<file path="config.mk">
export PLATFORM = sky130hd
export DESIGN_NAME = video_sig_gen
export DESIGN_NICKNAME = d
export VERILOG_FILES = /design/src/rtl/video_timing_pkg.sv /design/src/rtl/video_sig_gen.sv
export SDC_FILE = /design/constraint.sdc
export NUM_CORES = 1
export LEC_CHECK = 0
export CAP_MARGIN = 0
export CORE_MARGIN = 3
export CORE_UTILIZATION = 49
export CTS_CLUSTER_SIZE = 16
export DETAILED_ROUTE_END_ITERATION = 12
export PLACE_DENSITY_LB_ADDON = 0.08
export SLEW_MARGIN = 20
export SYNTH_ARGS = -nofsm -noshare
export SYNTH_HDL_FRONTEND = slang
export SYNTH_SLANG_ARGS = --single-unit
</file>
<file path="constraint.sdc">
create_clock -name clk_in -period 3.7 [get_ports clk_in]
set_clock_uncertainty 0.2 [all_clocks]
set_input_delay 0.555 -clock clk_in [delete_from_list [all_inputs] [get_ports clk_in]]
set_output_delay 0.555 -clock clk_in [all_outputs]
set_load 0.01 [all_outputs]
</file>
<file path="src/rtl/video_timing_pkg.sv">
// Shared raster-timing constants for the HDMI pipeline: 720p60 defaults, counter widths and
// the helper that derives line/frame totals from the four timing spans.
package video_timing_pkg;

  localparam int unsigned HActive720     = 1280;
  localparam int unsigned HFrontPorch720 = 110;
  localparam int unsigned HSyncWidth720  = 40;
  localparam int unsigned HBackPorch720  = 220;

  localparam int unsigned VActive720     = 720;
  localparam int unsigned VFrontPorch720 = 5;
  localparam int unsigned VSyncWidth720  = 5;
  localparam int unsigned VBackPorch720  = 20;

  localparam int unsigned Fps720         = 60;

  localparam int unsigned HCountW = 11;
  localparam int unsigned VCountW = 10;
  localparam int unsigned FcW     = 6;

  // Every position compare/sum is done at this width so porch arithmetic cannot wrap.
  localparam int unsigned CmpW = 12;
  typedef logic [CmpW-1:0] cmp_t;

  function automatic int unsigned span_total(input int unsigned active,
                                             input int unsigned front,
                                             input int unsigned sync,
                                             input int unsigned back);
    return active + front + sync + back;
  endfunction

  localparam int unsigned TotalPixels720 =
    span_total(HActive720, HFrontPorch720, HSyncWidth720, HBackPorch720);
  localparam int unsigned TotalLines720 =
    span_total(VActive720, VFrontPorch720, VSyncWidth720, VBackPorch720);

endpackage

</file>
<file path="src/rtl/video_sig_gen.sv">
// Raster position counter and sync/blank decoder. Flags are decoded from the next position
// and registered alongside the counters, so they always describe the position shown.
module video_sig_gen
  import video_timing_pkg::*;
#(
  parameter int unsigned ACTIVE_H_PIXELS = HActive720,
  parameter int unsigned H_FRONT_PORCH   = HFrontPorch720,
  parameter int unsigned H_SYNC_WIDTH    = HSyncWidth720,
  parameter int unsigned H_BACK_PORCH    = HBackPorch720,
  parameter int unsigned ACTIVE_LINES    = VActive720,
  parameter int unsigned V_FRONT_PORCH   = VFrontPorch720,
  parameter int unsigned V_SYNC_WIDTH    = VSyncWidth720,
  parameter int unsigned V_BACK_PORCH    = VBackPorch720,
  parameter int unsigned FPS             = Fps720
) (
  input  logic               clk_in,
  input  logic               rst_in,
  output logic [HCountW-1:0] hcount_out,
  output logic [VCountW-1:0] vcount_out,
  output logic               hs_out,
  output logic               vs_out,
  output logic               ad_out,
  output logic               nf_out,
  output logic [FcW-1:0]     fc_out
);

  localparam int unsigned TOTAL_PIXELS =
    span_total(ACTIVE_H_PIXELS, H_FRONT_PORCH, H_SYNC_WIDTH, H_BACK_PORCH);
  localparam int unsigned TOTAL_LINES =
    span_total(ACTIVE_LINES, V_FRONT_PORCH, V_SYNC_WIDTH, V_BACK_PORCH);

  if (TOTAL_PIXELS > (1 << HCountW) || TOTAL_LINES > (1 << VCountW) ||
      FPS == 0 || FPS > (1 << FcW)) begin : g_bad_timing
    $error("video_sig_gen: timing totals or FPS do not fit the counter widths");
  end

  localparam cmp_t HLast      = cmp_t'(TOTAL_PIXELS - 1);
  localparam cmp_t VLast      = cmp_t'(TOTAL_LINES - 1);
  localparam cmp_t HActive    = cmp_t'(ACTIVE_H_PIXELS);
  localparam cmp_t VActive    = cmp_t'(ACTIVE_LINES);
  localparam cmp_t HSyncStart = cmp_t'(ACTIVE_H_PIXELS + H_FRONT_PORCH);
  localparam cmp_t HSyncEnd   = cmp_t'(ACTIVE_H_PIXELS + H_FRONT_PORCH + H_SYNC_WIDTH);
  localparam cmp_t VSyncStart = cmp_t'(ACTIVE_LINES + V_FRONT_PORCH);
  localparam cmp_t VSyncEnd   = cmp_t'(ACTIVE_LINES + V_FRONT_PORCH + V_SYNC_WIDTH);
  localparam logic [FcW-1:0] FcLast = FcW'(FPS - 1);

  logic [HCountW-1:0] hcount_q;
  logic [VCountW-1:0] vcount_q;
  logic               hs_q, vs_q, ad_q, nf_q;
  logic [FcW-1:0]     fc_q;

  cmp_t           h_cur, v_cur, h_d, v_d;
  logic           hs_d, vs_d, ad_d, nf_d;
  logic [FcW-1:0] fc_d;

  always_comb begin
    h_cur = cmp_t'(hcount_q);
    v_cur = cmp_t'(vcount_q);
    h_d   = h_cur + cmp_t'(1);
    v_d   = v_cur;
    if (h_cur == HLast) begin
      h_d = '0;
      v_d = (v_cur == VLast) ? '0 : v_cur + cmp_t'(1);
    end

    ad_d = (h_d < HActive) && (v_d < VActive);
    hs_d = (h_d >= HSyncStart) && (h_d < HSyncEnd);
    vs_d = (v_d >= VSyncStart) && (v_d < VSyncEnd);
    nf_d = (h_d == HActive) && (v_d == VActive);

    fc_d = fc_q;
    if (nf_d) begin
      fc_d = (fc_q == FcLast) ? '0 : fc_q + FcW'(1);
    end
  end

  // Reset parks the counters on the last pixel so the first free-running edge lands on (0,0).
  always_ff @(posedge clk_in) begin
    if (rst_in) begin
      hcount_q <= HLast[HCountW-1:0];
      vcount_q <= VLast[VCountW-1:0];
      hs_q     <= 1'b0;
      vs_q     <= 1'b0;
      ad_q     <= 1'b0;
      nf_q     <= 1'b0;
      fc_q     <= '0;
    end else begin
      hcount_q <= h_d[HCountW-1:0];
      vcount_q <= v_d[VCountW-1:0];
      hs_q     <= hs_d;
      vs_q     <= vs_d;
      ad_q     <= ad_d;
      nf_q     <= nf_d;
      fc_q     <= fc_d;
    end
  end

  assign hcount_out = hcount_q;
  assign vcount_out = vcount_q;
  assign hs_out     = hs_q;
  assign vs_out     = vs_q;
  assign ad_out     = ad_q;
  assign nf_out     = nf_q;
  assign fc_out     = fc_q;

endmodule

</file>
Word level (Yosys, flattened, before mapping)
Cells that the tools add are included.

Input bits: 2. Register bits after elaboration: 31. Word-level logic and storage cells: 29.

Reduce and logical (&&, ||, !) cells: 4. Equality and inequality tests: 5. $add $sub $neg: 3. Order comparisons: 6. Mux-type cells: 4.

Operators by type and width (number): $lt A12 B10 Y1 const B (2); $lt A12 B11 Y1 const B (2); $mux W11 (2); $add A11 B1 Y12 const B (1); $eq A12 B10 Y1 const B (1); $eq A12 B11 Y1 const B (1); $ge A12 B10 Y1 const B (1); $ge A12 B11 Y1 const B (1); $mux W12 (1); $add A10 B1 Y11 const B (1); $eq A11 B11 Y1 const B (1); $eq A10 B10 Y1 const B (1); $add A6 B1 Y6 const B (1); $eq A6 B6 Y1 const B (1); $mux W6 (1); $logic_and A1 B1 Y1 (4).

Depth between registers and ports, before layout
Gate-level depths: netlist of the first run.

Word-level depth: 5. Mapped depth: 10.

Worst setup path before layout of the first run
Ideal clock, no wire load.

Path type: register to register. Start: register hcount_q[0], in the netlist hcount_out[0]. End: register fc_q[0], in the netlist fc_out[0]. Cell stages (with the launch flop): 10. Setup slack: 1000 ps. Arrival time: 2429 ps. Period minus slack after synthesis: 2700 ps. Library setup time: 71 ps. Cells stage by stage: dfxtp_1 ha_1 and4bb_2 and3_4 buf_6 nand4_1 xor2_1 nand3b_1 or4_1 a21oi_1.

Word-level cells in the longest chain between the ends: 4. Elaborated cells between the ends (all ways): 7. Those cells by class: 1 x add/sub; 3 x eq/ne; 2 x mux; 1 x reduce/logical.

Ends and longest elaborated chain: start: declaration (line video_sig_gen.sv:47) `logic [HCountW-1:0] hcount_q;`; start signal: assignment (line video_sig_gen.sv:80) `hcount_q <= HLast[HCountW-1:0];`; start signal: assignment (line video_sig_gen.sv:88) `hcount_q <= h_d[HCountW-1:0];`; $add A11 B1 Y12 or $eq A11 B11 Y1 (tied branches) (line video_sig_gen.sv:59, video_sig_gen.sv:61); $mux W12 or $mux W11 (tied branches) (line video_sig_gen.sv:61) `if (h_cur == HLast) begin`; $eq A12 B11 Y1 or $eq A12 B10 Y1 (tied branches) (line video_sig_gen.sv:69) `nf_d = (h_d == HActive) && (v_d == VActive);`; $logic_and A1 B1 Y1 (*) (line video_sig_gen.sv:69); end signal: assignment (line video_sig_gen.sv:86) `fc_q <= '0;`; end signal: assignment (line video_sig_gen.sv:94) `fc_q <= fc_d;`; end: declaration (line video_sig_gen.sv:50) `logic [FcW-1:0] fc_q;`.

Every way passes the cells marked *; elsewhere a longest branch is shown, timed or not. A chain may end at the register's enable or synchronous reset.

Worst setup path in the final report of the first run
Same ends and word-level chain as after synthesis.

==> results of run 1 <==
worst paths after layout:
path         cells after the start          start         to
min                              2      fc_out[1]  fc_out[1]
max reg2reg                      8  hcount_out[0]  fc_out[0]
max                              8  hcount_out[0]  fc_out[0]
min reg2reg                      2      fc_out[1]  fc_out[1]
Yosys cell counts (3+ instances only):
cell      instances
a21oi_1          15
o31ai_1          11
buf_2             5
nand4_1           8
nor2_1           21
xor2_1            5
xnor2_1           5
o211ai_1          3
nand3_1          16
clkbuf_1          8
ha_1              5
nor3_1           15
inv_1             5
or2_2             4
and3_1            8
and2_1            4
nand3b_1          4
buf_6             3
nand2b_1          4
a21o_1            3
nand2_1          23
a31oi_1           6
nor2b_1           3
o21ai_0          16
a211oi_1          3
dfxtp_1          31
state kept, by name (all words and copies together) (netlist names):
signal / count
hcount_out: 11
vcount_out: 10
fc_out: 6
ad_out: 1
hs_out: 1
nf_out: 1
vs_out: 1
critical path, cell delays in order (launching register included):
cell,delay (ps)
dfxtp_1,470
ha_1,210
and4bb_2,280
and3_4,370
nand4_1,180
xor2_1,340
nand3b_1,310
or4_1,570
a21oi_1,150
layout make-up:
type	count	area (um2)	share of cell area
sequential	31	621	0.240
timing repair buffer	35	343	0.133
multi-input combinational	224	1450	0.561
clock buffer	6	82.6	0.0320
clock inverter	1	5.00	0.00194
inverter	5	18.8	0.00727
tap	50	62.6	0.0242
routing by layer:
metal	up-vias	part of all wire	wire, um
met3	13	0.060	342
li1	1103	-	-
met1	1084	0.48	2710
met4	0	0.025	144
met5	-	0	0
met2	85	0.44	2470
per-stage QoR:
stage / area (um2) / cells / setup slack, ps / total power, W
2_1_floorplan: 2180 / 277 / 1000 / 0.00152
3_3_place_gp: 2490 / 345 / 648 / 0.00188
3_5_place_dp: 2490 / 345 / 600 / 0.00188
4_1_cts: 2580 / 352 / 570 / 0.00217
5_1_grt: 2580 / 352 / 296 / 0.00236
6_report: 2580 / 352 / 529 / 0.00219
layout by cell type, fill, tap and decap left out, types with 3 or more instances in the layout:
cell type / instances
clkdlybuf4s50_1: 32
dfxtp_1: 31
nand2_1: 23
nor2_1: 21
nand3_1: 16
o21ai_0: 16
a21oi_1: 15
nor3_1: 15
o31ai_1: 11
and3_1: 8
nand4_1: 8
a31oi_1: 6
clkbuf_8: 6
inv_1: 5
xor2_1: 5
xnor2_1: 5
ha_1: 5
nand3b_1: 4
and2_1: 4
nand2b_1: 4
or2_2: 4
o211ai_1: 3
a211oi_1: 3
a21o_1: 3
nor2b_1: 3
buf_4: 3
logic make-up after synthesis:
logic type,Yosys count,share of synthesized area
xor gates and xnor gates,10,0.0401
adders and majority gates,5,0.0286
buffers and inverters,22,0.0527
muxes,1,0.00458
and+or+nand+nor,131,0.340
DFF,31,0.284
AOI/OAI and AO/OA,77,0.250
power by group through the flow:
| stage | sequential, W | clock [W] | combinational, W |
|---|---|---|---|
| after floorplan | 0.000560 | 0 | 0.000963 |
| after global placement | 0.000589 | 0 | 0.00129 |
| after detailed placement | 0.000592 | 0 | 0.00129 |
| after CTS | 0.000585 | 0.000283 | 0.00131 |
| after global routing | 0.000615 | 0.000296 | 0.00144 |
| final | 0.000592 | 0.000275 | 0.00132 |
==> results.md, run 1 <==
* Met1 GRT Util at 0.330
* Hold WS at 316 ps
* Relative slew slack at 0.539
* Rows at 23
* GR Util met2 at 0.319
* Vias in the first global route at 1951
* Kind of critical path: reg2reg
* Crit-path max FO at 22
* Initial DRT Pass Iterations at 6
* Iteration-0 DRC count of the detailed router at 301
* Worst VDD drop at 0.000380 V
* Part of the Yosys area used for sequential elements at 0.284
* TNS Setup at 0 ps
* Synth Flop Type: dfxtp_1
* H-tree levels at 2
* Layout cells sized above 1 at 0.0762
* Syn Nets at 284
* HPWL after DPL at 3.90 mm
* Seq pwr share at 0.270
* Slew @ Worst Pin at 687 ps
* Syn Area/Cell at 7.89 um2
* Final Slew Violations at 0
* Hold_buf cts at 0
* EDFF count, synth at 0
* Reg2Reg Setup Slack at 530 ps
* Global Route Usage Sum at 0.227
* Fin. Hold Viols at 0
* Sw power at 0.00108 W
* Outcome: finished, final reports clean
* Busiest grt layer: met1
* Int Pwr at 0.00111 W
* Cell count after synthesis at 277
* RSZ-0062 raised after global routing: false
* Number of synthesized register bits at 31
* Clock Latency Late Sink at 290 ps
* Clock transition at path regs at 60 ps
* CTS Buf Count at 5
* Period utilization at 0.857
* Leading area contributor after synthesis: dfxtp_1
* Final weighted congestion in routability-driven placement at 0.902
* Achievable Freq at 0.315 GHz
* Placeable Area at 4140 um2
* Die area at 5300 um2
* Comb pwr share at 0.604
* Final min period at 3170 ps
* Number of max-cap violations at 0
* Root buf cell: clkbuf_8
* Fill cells at 371
* CP required at 3720 ps
* Clock buffer depth at 2
* Distinct cells, synth at 58
* Ys async rst share at 0
* Antenna diode count at 0
* CTS tree: yes
* Area grow syn2layout at 18.2%
* Area contributors post-synth: dfxtp_1 28%, nand2_1 4.0%, o31ai_1 3.8%
* Switch share at 0.492
* I/O Buffers at 32
* Global-route wire length before repair at 9.52 mm
* PD cells at 848 nW/um2
* Synth Cell Area at 2180 um2
* Ys Warns at 0
* Die width at 72.8 um
* Post-CTS Resized at 0
* Post-CTS Repair Setup Buffers at 0
* Nets at 309
* Final Util at 0.623
* Crit end category: register
* Final setup fails at 0
* Yosys top cell area share at 0.284
* Total gr overflow at 0
* Clock sink total at 31
* Vias at 2285
* Startpoint Class: register
* DR WL/cell at 16.1 um
* Drt drc at 0
* Vias/cell at 6.49
* Hold/Removal Path Class: reg2reg
* Die Span Y at 72.8 um
* # IOs at 33
* Largest net degree at the start of global routing at 33
* Starting Density at 0.527
* Met3 usage at 0.0510
* CP arrival at 3190 ps
* WL final at 5.66 mm
* Initial antenna violation count at 0
* Final ANT Viol Nets at 0
* Leak Pwr at 0.906 nW
* Clk pwr share at 0.126
(Power assumes the default switching activity.)
==> inputs of run 2 (changes only) <==
--- a/config.mk
+++ b/config.mk
@@ -11,6 +11,7 @@
 export CTS_CLUSTER_SIZE = 16
 export DETAILED_ROUTE_END_ITERATION = 12
 export PLACE_DENSITY_LB_ADDON = 0.08
+export REMOVE_ABC_BUFFERS = 1
 export SLEW_MARGIN = 20
 export SYNTH_ARGS = -nofsm -noshare
 export SYNTH_HDL_FRONTEND = slang
==> run 2 against run 1 <==
Effect of this change:
- first-iteration DRC count is 41% lower
- highest routed layer unchanged
- critical endpoint unchanged
- count of clock-buffer cells in the layout up 1
- combinational power about the same
- critical path type unchanged
- largest power group unchanged
- sequential power up 4.4%
- maximum frequency rose by 1.1%
==> results.md, run 2 (synthesized netlist as in run 1, its figures left out) <==
* Root buf cell: clkbuf_8
* Clock transition at path regs at 70 ps (about the same)
* Clock buffer depth at 2 (unchanged)
* CTS Buf Count at 5 (unchanged)
* R2r worst-path depth at 8 (unchanged)
* PD cells at 855 nW/um2 (+0.82%)
* WHS Path Cells at 2 (unchanged)
* Slew @ Worst Pin at 796 ps (+110 ps)
* Crit-path max FO at 13 (-41%)
* Final min period at 3140 ps (-35.4 ps)
* Nets at 311 (+0.65%)
* Total gr overflow at 0 (unchanged)
* Fin. Hold Viols at 0 (unchanged)
* Die area at 5300 um2 (unchanged)
* Vias in the first global route at 1956 (+0.26%)
* CP required at 3730 ps (about the same)
* Antenna diode count at 0 (unchanged)
* CTS tree: yes
* Largest net degree at the start of global routing at 23 (-30%)
* DR WL/cell at 16.1 um (about the same)
* TNS Setup at 0 ps (unchanged)
* Iteration-0 DRC count of the detailed router at 179 (-41%)
* RSZ-0062 raised after global routing: false
* Final Util at 0.625 (+0.00211)
* Die width at 72.8 um (unchanged)
* Crit end category: register
* Area grow syn2layout at 18.6%
* Hold_buf cts at 0 (unchanged)
* Commonest non-fill, non-tap cell in the layout: clkdlybuf4s50_1
* Rows at 23 (unchanged)
* Final WS setup at 564 ps (+35.4 ps)
* Post-Place Setup Slack at 618 ps (+18.1 ps)
* Final Slew Violations at 0 (unchanged)
* Die Span Y at 72.8 um (unchanged)
* H-tree levels at 2 (unchanged)
* Worst VDD drop at 0.000592 V (+56%)
* Starting Density at 0.527 (unchanged)
* Placeable Area at 4140 um2 (unchanged)
* Post-CTS Resized at 0 (unchanged)
* Kind of critical path: reg2reg
* Leak Pwr at 0.912 nW (+0.72%)
* Startpoint Class: register
* Period utilization at 0.847 (-0.00957)
* Final weighted congestion in routability-driven placement at 0.865 (-4.1%)
* Post-CTS Repair Setup Buffers at 0 (unchanged)
* Hold WS at 322 ps (+5.22 ps)
* Global Route Usage Sum at 0.227 (about the same)
* Vias at 2223 (-2.7%)
* Max reg flops at 11 (unchanged)
* Clock Latency Late Sink at 290 ps (about the same)
* Outcome: finished, final reports clean
* Achievable Freq at 0.319 GHz (+1.1%)
* Clock sink total at 31 (unchanged)
* WL final at 5.71 mm (+0.90%)
* Layout cells sized above 1 at 0.0787 (+0.00253)
* HPWL after DPL at 3.95 mm (+1.2%)
* Initial DRT Pass Iterations at 5 (-1)
* Global-route wire length before repair at 9.53 mm (+0.14%)
* Drt drc at 0 (unchanged)
* Hold/Removal Path Class: reg2reg
* CP arrival at 3160 ps (-30 ps)
* Final setup fails at 0 (unchanged)
* Relative slew slack at 0.467 (-0.0718)
* Most frequent cells in the layout: 32 x clkdlybuf4s50_1, 31 x dfxtp_1, 23 x nand2_1, 21 x nor2_1
* I/O Buffers at 32 (unchanged)
* Final ANT Viol Nets at 0 (unchanged)
* # IOs at 33 (unchanged)
* Number of max-cap violations at 0 (unchanged)
* Initial antenna violation count at 0 (unchanged)
* Vias/cell at 6.26 (-3.5%)
-- run 2: cell types whose count changed in the layout (fill, tap and decap cells not counted) --
| cell | before | now |
|---|---|---|
| clkbuf_1 | 0 | 2 |
| clkbuf_8 | 6 | 5 |
| buf_4 | 3 | 5 |
-- run 2: area by class of cell --
type / instances / area, um2
multi-input cells: 224 / 1450
flip-flops and latches: 31 / 621
repair buffers: 37 / 358
clock buffers: 7 / 76.3
fillers: 382 / 1550
clock inverters: 1 / 5.00
well taps: 50 / 62.6
inverters: 5 / 18.8
-- run 2: report_power, final --
part	internal (W)	switching, W
clock	0.000132	0.000135
combinational	0.000581	0.000749
sequential	0.000417	0.000201
total	0.00113	0.00109
-- run 2: worst max-delay path, stage by stage, from the launching register on --
cell and delay (ps):
dfxtp_1 480, ha_1 480, xnor2_1 170, nand4_1 130, a2111oi_1 470, and4bb_2 350
nand2_1 160, or4_1 500, a21oi_1 150
-- run 2: routing by layer --
metal  routed length, um  vias up  global-route usage  part of all wire
met5                   0        -                   0                 0
met4                  69        0              0.0758             0.012
met3                 326        6              0.0455             0.057
met2                2470       70               0.331              0.43
met1                2850     1044               0.331              0.50
li1                    -     1103                   -                 -
-- run 2: path summary, 6_finish.rpt --
check	slack [ps]	from	end
max	560	hcount_out[0]	fc_out[0]
min reg2reg	320	fc_out[1]	fc_out[1]
max reg2reg	560	hcount_out[0]	fc_out[0]
min	320	fc_out[1]	fc_out[1]
-- run 2: per-stage QoR --
stage                     instance area [um2]  instances  total power (W)
after CTS                                2590        355          0.00220
after global placement                   2510        347          0.00192
after global routing                     2590        355          0.00242
after floorplan                          2090        260          0.00146
after detailed placement                 2510        347          0.00192
final                                    2590        355          0.00222
